===== src/rtl/tmr_pkg.sv =====
// Shared types and defaults for the TMR counter fault monitor and scrub controller.
package tmr_pkg;

    localparam int DEFAULT_WIDTH = 8;

    typedef enum logic [1:0] {
        NONE = 2'd0,
        A    = 2'd1,
        B    = 2'd2,
        C    = 2'd3
    } fault_id_t;

    typedef enum logic [1:0] {
        IDLE    = 2'd0,
        SUSPECT = 2'd1,
        REQ     = 2'd2,
        HOLD    = 2'd3
    } scrub_state_t;

endpackage


===== src/rtl/tmr_majority.sv =====
// Bitwise 2-of-3 voter with per-replica divergence flags (bit 0 = a, 1 = b, 2 = c).
module tmr_majority #(
    parameter int WIDTH = 8
) (
    input  logic [WIDTH-1:0] a,
    input  logic [WIDTH-1:0] b,
    input  logic [WIDTH-1:0] c,
    output logic [WIDTH-1:0] maj,
    output logic [2:0]       div
);

    assign maj = (a & b) | (a & c) | (b & c);
    assign div = {c != maj, b != maj, a != maj};

endmodule


===== src/rtl/tmr_scrub_ctrl.sv =====
// Votes the three replica counters, tracks a persistently divergent replica and
// runs the req/ack scrub handshake that reloads it with the voted value.
module tmr_scrub_ctrl
    import tmr_pkg::*;
#(
    parameter int WIDTH   = DEFAULT_WIDTH,
    parameter int PERSIST = 2,
    parameter int CNT_W   = 8
) (
    input  logic             clk,
    input  logic             rst,
    input  logic [WIDTH-1:0] q_a,
    input  logic [WIDTH-1:0] q_b,
    input  logic [WIDTH-1:0] q_c,
    output logic [WIDTH-1:0] q_voted,
    output logic             mismatch,
    output logic [1:0]       fault_id,
    output logic             scrub_req,
    output logic [WIDTH-1:0] scrub_val,
    input  logic             scrub_ack,
    output logic [CNT_W-1:0] err_count,
    output logic             uncorr
);

    localparam int PW = $clog2(PERSIST + 1);

    logic [WIDTH-1:0] maj;
    logic [2:0]       div;
    logic             single;
    logic             multi;
    fault_id_t        cand;

    scrub_state_t     state;
    scrub_state_t     state_next;
    logic [PW-1:0]    pcnt;
    logic [PW-1:0]    pcnt_next;
    fault_id_t        id_lat;
    fault_id_t        id_next;
    logic             err_inc;
    logic             multi_p1;

    tmr_majority #(.WIDTH(WIDTH)) u_majority (
        .a   (q_a),
        .b   (q_b),
        .c   (q_c),
        .maj (maj),
        .div (div)
    );

    always_comb begin
        single = 1'b0;
        multi  = 1'b0;
        cand   = NONE;
        case (div)
            3'b000: ;
            3'b001: begin single = 1'b1; cand = A; end
            3'b010: begin single = 1'b1; cand = B; end
            3'b100: begin single = 1'b1; cand = C; end
            default: multi = 1'b1;
        endcase
    end

    always_ff @(posedge clk) begin
        if (!rst) begin
            state <= IDLE;
        end else begin
            state <= state_next;
        end
    end

    // Multi divergence overrides every state, including a pending ack in REQ.
    always_comb begin
        state_next = state;
        pcnt_next  = pcnt;
        id_next    = id_lat;
        err_inc    = 1'b0;
        if (multi) begin
            state_next = IDLE;
            pcnt_next  = '0;
            id_next    = NONE;
            err_inc    = !multi_p1;
        end else begin
            case (state)
                IDLE: begin
                    if (single) begin
                        state_next = (PERSIST <= 1) ? REQ : SUSPECT;
                        pcnt_next  = PW'(1);
                        id_next    = cand;
                        err_inc    = 1'b1;
                    end
                end
                SUSPECT: begin
                    if (!single) begin
                        state_next = IDLE;
                        pcnt_next  = '0;
                    end else if (cand != id_lat) begin
                        pcnt_next = PW'(1);
                        id_next   = cand;
                        err_inc   = 1'b1;
                    end else begin
                        pcnt_next = pcnt + PW'(1);
                        if (int'(pcnt) + 1 >= PERSIST) begin
                            state_next = REQ;
                        end
                    end
                end
                REQ: begin
                    if (scrub_ack) begin
                        state_next = HOLD;
                    end
                end
                HOLD: begin
                    state_next = IDLE;
                    pcnt_next  = '0;
                    id_next    = NONE;
                end
                default: state_next = IDLE;
            endcase
        end
    end

    always_comb begin
        scrub_req = (state == REQ);
        scrub_val = maj;
    end

    // While a request is outstanding fault_id reports the latched replica, otherwise the live one.
    always_ff @(posedge clk) begin
        if (!rst) begin
            q_voted   <= '0;
            mismatch  <= 1'b0;
            fault_id  <= NONE;
            err_count <= '0;
            uncorr    <= 1'b0;
            pcnt      <= '0;
            id_lat    <= NONE;
            multi_p1  <= 1'b0;
        end else begin
            q_voted  <= maj;
            mismatch <= |div;
            fault_id <= (state_next == REQ) ? id_next : cand;
            pcnt     <= pcnt_next;
            id_lat   <= id_next;
            multi_p1 <= multi;
            if (multi) begin
                uncorr <= 1'b1;
            end
            if (err_inc && (err_count != '1)) begin
                err_count <= err_count + CNT_W'(1);
            end
        end
    end

endmodule

===== config.mk =====
export PLATFORM = sky130hd
export DESIGN_NAME = tmr_scrub_ctrl
export DESIGN_NICKNAME = d
export VERILOG_FILES = /design/src/rtl/tmr_pkg.sv /design/src/rtl/tmr_majority.sv /design/src/rtl/tmr_scrub_ctrl.sv
export SDC_FILE = /design/constraint.sdc
export NUM_CORES = 1
export LEC_CHECK = 0
export BUFFER_PORTS_ARGS = -buffer_cell sky130_fd_sc_hd__buf_2
export CORE_ASPECT_RATIO = 1.75
export CORE_UTILIZATION = 45
export DETAILED_ROUTE_END_ITERATION = 6
export GPL_TIMING_DRIVEN = 1
export HOLD_SLACK_MARGIN = 0.1
export PLACE_DENSITY = 0.71
export SYNTH_ARGS = -nofsm -noshare
export SYNTH_HDL_FRONTEND = slang
export SYNTH_HIERARCHICAL = 1
export SYNTH_SLANG_ARGS = --single-unit

===== constraint.sdc =====
create_clock -name clk -period 5.8 [get_ports clk]
set_clock_uncertainty 0.1 [all_clocks]
set_input_delay 0.87 -clock clk [delete_from_list [all_inputs] [get_ports clk]]
set_output_delay 0.87 -clock clk [all_outputs]
set_load 0.02 [all_outputs]

==> impl_metrics.prom <==
# TYPE chip_impl_metric gauge
chip_impl_metric{name="final_layout_size_suffix_gt1_share",unit="%"} 26.0
chip_impl_metric{name="mappedNetlistArea",unit="sq um"} 1910
chip_impl_metric{name="final-max-slew-violation-count",unit=""} 0
chip_impl_metric{name="final_util",unit="%"} 54.8
chip_impl_metric{name="die-width",unit="um"} 51.2
chip_impl_metric{name="area_growth_syn_to_layout",unit="%"} 18.2
chip_impl_metric{name="worstSkewPairLatency",unit="ns"} 0.27
chip_impl_metric{name="synth_cells",unit=""} 234
chip_impl_metric{name="port_buffers",unit=""} 55
chip_impl_info{name="start_kind",value="primary input"} 1
chip_impl_metric{name="p_leak",unit="nW"} 0.936
chip_impl_metric{name="hold_violations_final",unit=""} 0
chip_impl_metric{name="firstDrtPassIters",unit=""} 4
chip_impl_metric{name="fmaxAchievable",unit="GHz"} 0.265
chip_impl_metric{name="fillers",unit=""} 437
chip_impl_metric{name="boundaryPins",unit=""} 56
chip_impl_metric{name="dr_wl_met2",unit="um"} 2450
chip_impl_info{name="clock_tree.root_cell",value="sky130_fd_sc_hd__clkbuf_8"} 1
chip_impl_metric{name="hpwlAfterDp",unit="um"} 3430
chip_impl_metric{name="vias_per_cell",unit=""} 5.62
chip_impl_metric{name="setup_tns",unit="ns"} 0
chip_impl_metric{name="syn-mean-instance-area",unit="sq um"} 8.14
chip_impl_metric{name="syn_warnings",unit=""} 6
chip_impl_metric{name="core.rowCount",unit=""} 31
chip_impl_metric{name="grt_antenna_before_repair",unit=""} 0
chip_impl_metric{name="routed_wirelength",unit="um"} 4330
chip_impl_metric{name="report.power.total",unit="uW"} 399
chip_impl_metric{name="final_setup_viols",unit=""} 0
chip_impl_metric{name="min_period_over_period",unit="%"} 65.2
chip_impl_metric{name="critPathRequiredTime",unit="ns"} 5.87
chip_impl_metric{name="dr_total_vias",unit=""} 1878
chip_impl_metric{name="wl_met1",unit="um"} 1700
chip_impl_info{name="final_common_cell",value="sky130_fd_sc_hd__buf_2"} 1
chip_impl_metric{name="slew_headroom",unit="%"} 60.8
chip_impl_metric{name="yosysUniqueCellTypes",unit=""} 62
chip_impl_metric{name="routed-wl-met3",unit="um"} 137
chip_impl_metric{name="crit_path_max_fanout",unit=""} 15
chip_impl_info{name="cts_tree",value="built"} 1
chip_impl_metric{name="cts_setup_buffers",unit=""} 0
chip_impl_metric{name="cts_max_level",unit=""} 1
chip_impl_metric{name="vias_in_the_first_global_route",unit=""} 1815
chip_impl_metric{name="vdd_drop_max",unit="V"} 0.000131
chip_impl_metric{name="wl_per_cell",unit="um"} 13.0
chip_impl_info{name="cp_top_family",value="simple AND/OR/NAND/NOR gates"} 1
chip_impl_metric{name="global_route_wire_length_before_repair",unit="um"} 7450
chip_impl_metric{name="multiInputGateArea",unit="sq um"} 1300
chip_impl_metric{name="power.density_cell_area",unit="nW/um^2"} 177
chip_impl_metric{name="drc_errors",unit=""} 0
chip_impl_metric{name="groute.usage.overall",unit="%"} 21.2
chip_impl_metric{name="synth_fp_nets",unit=""} 263
chip_impl_info{name="layout_common_cells",value="sky130_fd_sc_hd__buf_2, sky130_fd_sc_hd__nand2_1, sky130_fd_sc_hd__dfxtp_1, sky130_fd_sc_hd__nor2_1, sky130_fd_sc_hd__nand2b_1"} 1
chip_impl_metric{name="async_reset_ff_share",unit="%"} 0
chip_impl_metric{name="drv.max_cap_violation_count",unit=""} 0
chip_impl_metric{name="ctsLongestPathBuffers",unit=""} 2
chip_impl_metric{name="critPathMaxStageDelay",unit="ns"} 0.52
chip_impl_metric{name="cp_num_buf_inv",unit=""} 1
chip_impl_metric{name="synth_enable_flop_cells",unit=""} 0
chip_impl_info{name="class_of_the_tightest_hold_or_removal_check",value="reg -> reg"} 1
chip_impl_metric{name="grt_max_degree",unit=""} 32
chip_impl_metric{name="clkTransAtPathRegs",unit="ns"} 0.10
chip_impl_metric{name="cts_buffers",unit=""} 3
chip_impl_info{name="outcome",value="finished, final reports clean"} 1
chip_impl_metric{name="finish.net_count",unit=""} 315
chip_impl_metric{name="grt.overflow.total",unit=""} 0
chip_impl_info{name="cp_slowest_cell",value="sky130_fd_sc_hd__nand4_1"} 1
chip_impl_metric{name="start_util",unit="%"} 46.3
chip_impl_info{name="crit_path_cell_trace",value="buf_2 > nor2b_1 > mux2_2 > a211oi_1 > nand4_1 > or2_1 > o2bb2ai_1 > nand2_1 > o31ai_4 > mux2_1"} 1
chip_impl_metric{name="synth_seq_cells",unit=""} 27
chip_impl_metric{name="cts-hold-fix-buffers",unit=""} 0
chip_impl_metric{name="detail-route-antenna-nets",unit=""} 0
chip_impl_metric{name="timing.reg2reg.setup_slack",unit="ns"} 3.73
chip_impl_info{name="dr.max_layer_used",value="met4"} 1
chip_impl_metric{name="final_critical_path_time_including_i_o_delays_and_setup",unit="ns"} 3.78
chip_impl_info{name="dominantRegCellSynth",value="sky130_fd_sc_hd__dfxtp_1"} 1
chip_impl_metric{name="n_antenna_cell",unit=""} 0
chip_impl_metric{name="finalWeightedCongestion",unit=""} 0.766
chip_impl_metric{name="tritoncts_num_sinks",unit=""} 27
chip_impl_metric{name="critPathArrivalTime",unit="ns"} 3.85
chip_impl_metric{name="drt_iter0_drc",unit=""} 27
chip_impl_metric{name="synth_seq_area_share",unit="%"} 28.4
chip_impl_metric{name="design.core.area",unit="sq um"} 4110
chip_impl_metric{name="worst_pin_slew",unit="ns"} 0.587
chip_impl_info{name="critPathCaptureType",value="flop"} 1
chip_impl_info{name="criticalPathCategory",value="in -> reg"} 1
chip_impl_metric{name="post_cts_resized",unit=""} 0
chip_impl_metric{name="regArea",unit="sq um"} 541
chip_impl_metric{name="fp.dieArea",unit="sq um"} 4510
chip_impl_metric{name="dieHeight",unit="um"} 88.1
chip_impl_info{name="grt_setup_unrepaired",value="false"} 1
==> where the power goes <==
part	total [mW]	internal (mW)	leakage, nW	switching [mW]
logic	0.0923	0.0374	0.694	0.0549
registers	0.196	0.192	0.221	0.00404
clock network	0.110	0.0487	0.0217	0.0616
==> through the flow <==
stage / hold WS, ns / area [sq um] / setup WS [ns] / instances
after floorplan: 0.350 / 1910 / 2.49 / 234
after global placement: 0.351 / 2200 / 1.83 / 330
after detailed placement: 0.356 / 2200 / 1.77 / 330
after CTS: 0.379 / 2250 / 2.05 / 334
after global routing: 0.408 / 2250 / 1.84 / 334
final: 0.373 / 2250 / 2.02 / 334
==> worst reg2reg max path: stages (launching register included) <==
cell and delay, ns:
sky130_fd_sc_hd__dfxtp_1 0.39, sky130_fd_sc_hd__or4_1 0.51, sky130_fd_sc_hd__a31oi_2 0.23, sky130_fd_sc_hd__nor2_2 0.13, sky130_fd_sc_hd__o31ai_4 0.25, sky130_fd_sc_hd__mux2_1 0.36
==> routing by layer <==
metal  track usage [%]  up-vias
met2              43.2       33
li1                  -      956
met4              5.81        0
met5                 0        -
met1              21.4      887
met3              2.43        2
==> cells by family (layout without fill, tap and decap cells) <==
| kind of cell | count (synthesis) | after routing | synth area share, % |
|---|---|---|---|
| XOR/XNOR | 2 | 2 | 0.919 |
| buffers and inverters | 16 | 67 | 3.61 |
| AO/OA/AOI/OAI | 57 | 57 | 23.8 |
| flip-flops | 27 | 27 | 28.4 |
| multiplexers | 10 | 10 | 5.45 |
| adder cells (fa/ha/maj) | 3 | 3 | 1.90 |
| AND/OR/NAND/NOR | 119 | 119 | 36.0 |
==> cells in the mapped netlist, drive strengths merged, types with 4 or more instances <==
cell	number	area share [%]
dfxtp	27	28
nand2	27	5.3
nor2	19	3.9
nand2b	15	4.9
o21ai	14	3.7
and2	11	3.6
nor2b	9	3.0
a21oi	8	2.1
inv	8	1.6
mux2i	7	3.7
nand3	6	1.6
o21a	6	2.4
clkbuf	5	0.99
nor3b	5	2.0
and3	4	1.3
nand3b	4	1.6
==> sequential cells by signal (all words and copies together), names as in the netlist <==
register   cells
uncorr         1
mismatch       1
pcnt           2
q_voted        8
err_count      8
state          2
fault_id       2
id_lat         2
multi_p1       1
==> final timing paths <==
| check | startpoint | end | cells after the start |
|---|---|---|---|
| setup reg to reg | id_lat[0] | fault_id[1] | 5 |
| hold / removal | uncorr | uncorr | 1 |
| setup / recovery | q_a[7] | fault_id[1] | 10 |
| hold reg to reg | uncorr | uncorr | 1 |
==> final cells by class <==
cell class              instances  share of cell area, %
clock inverters                 1                  0.333
inverters                       8                   1.33
repair buffers                 55                   12.2
multi-input cells             191                   57.6
flip-flops and latches         27                   24.0
clock buffers                   3                   1.83
well taps                      49                   2.72
Power figures use the tool's default switching activity.
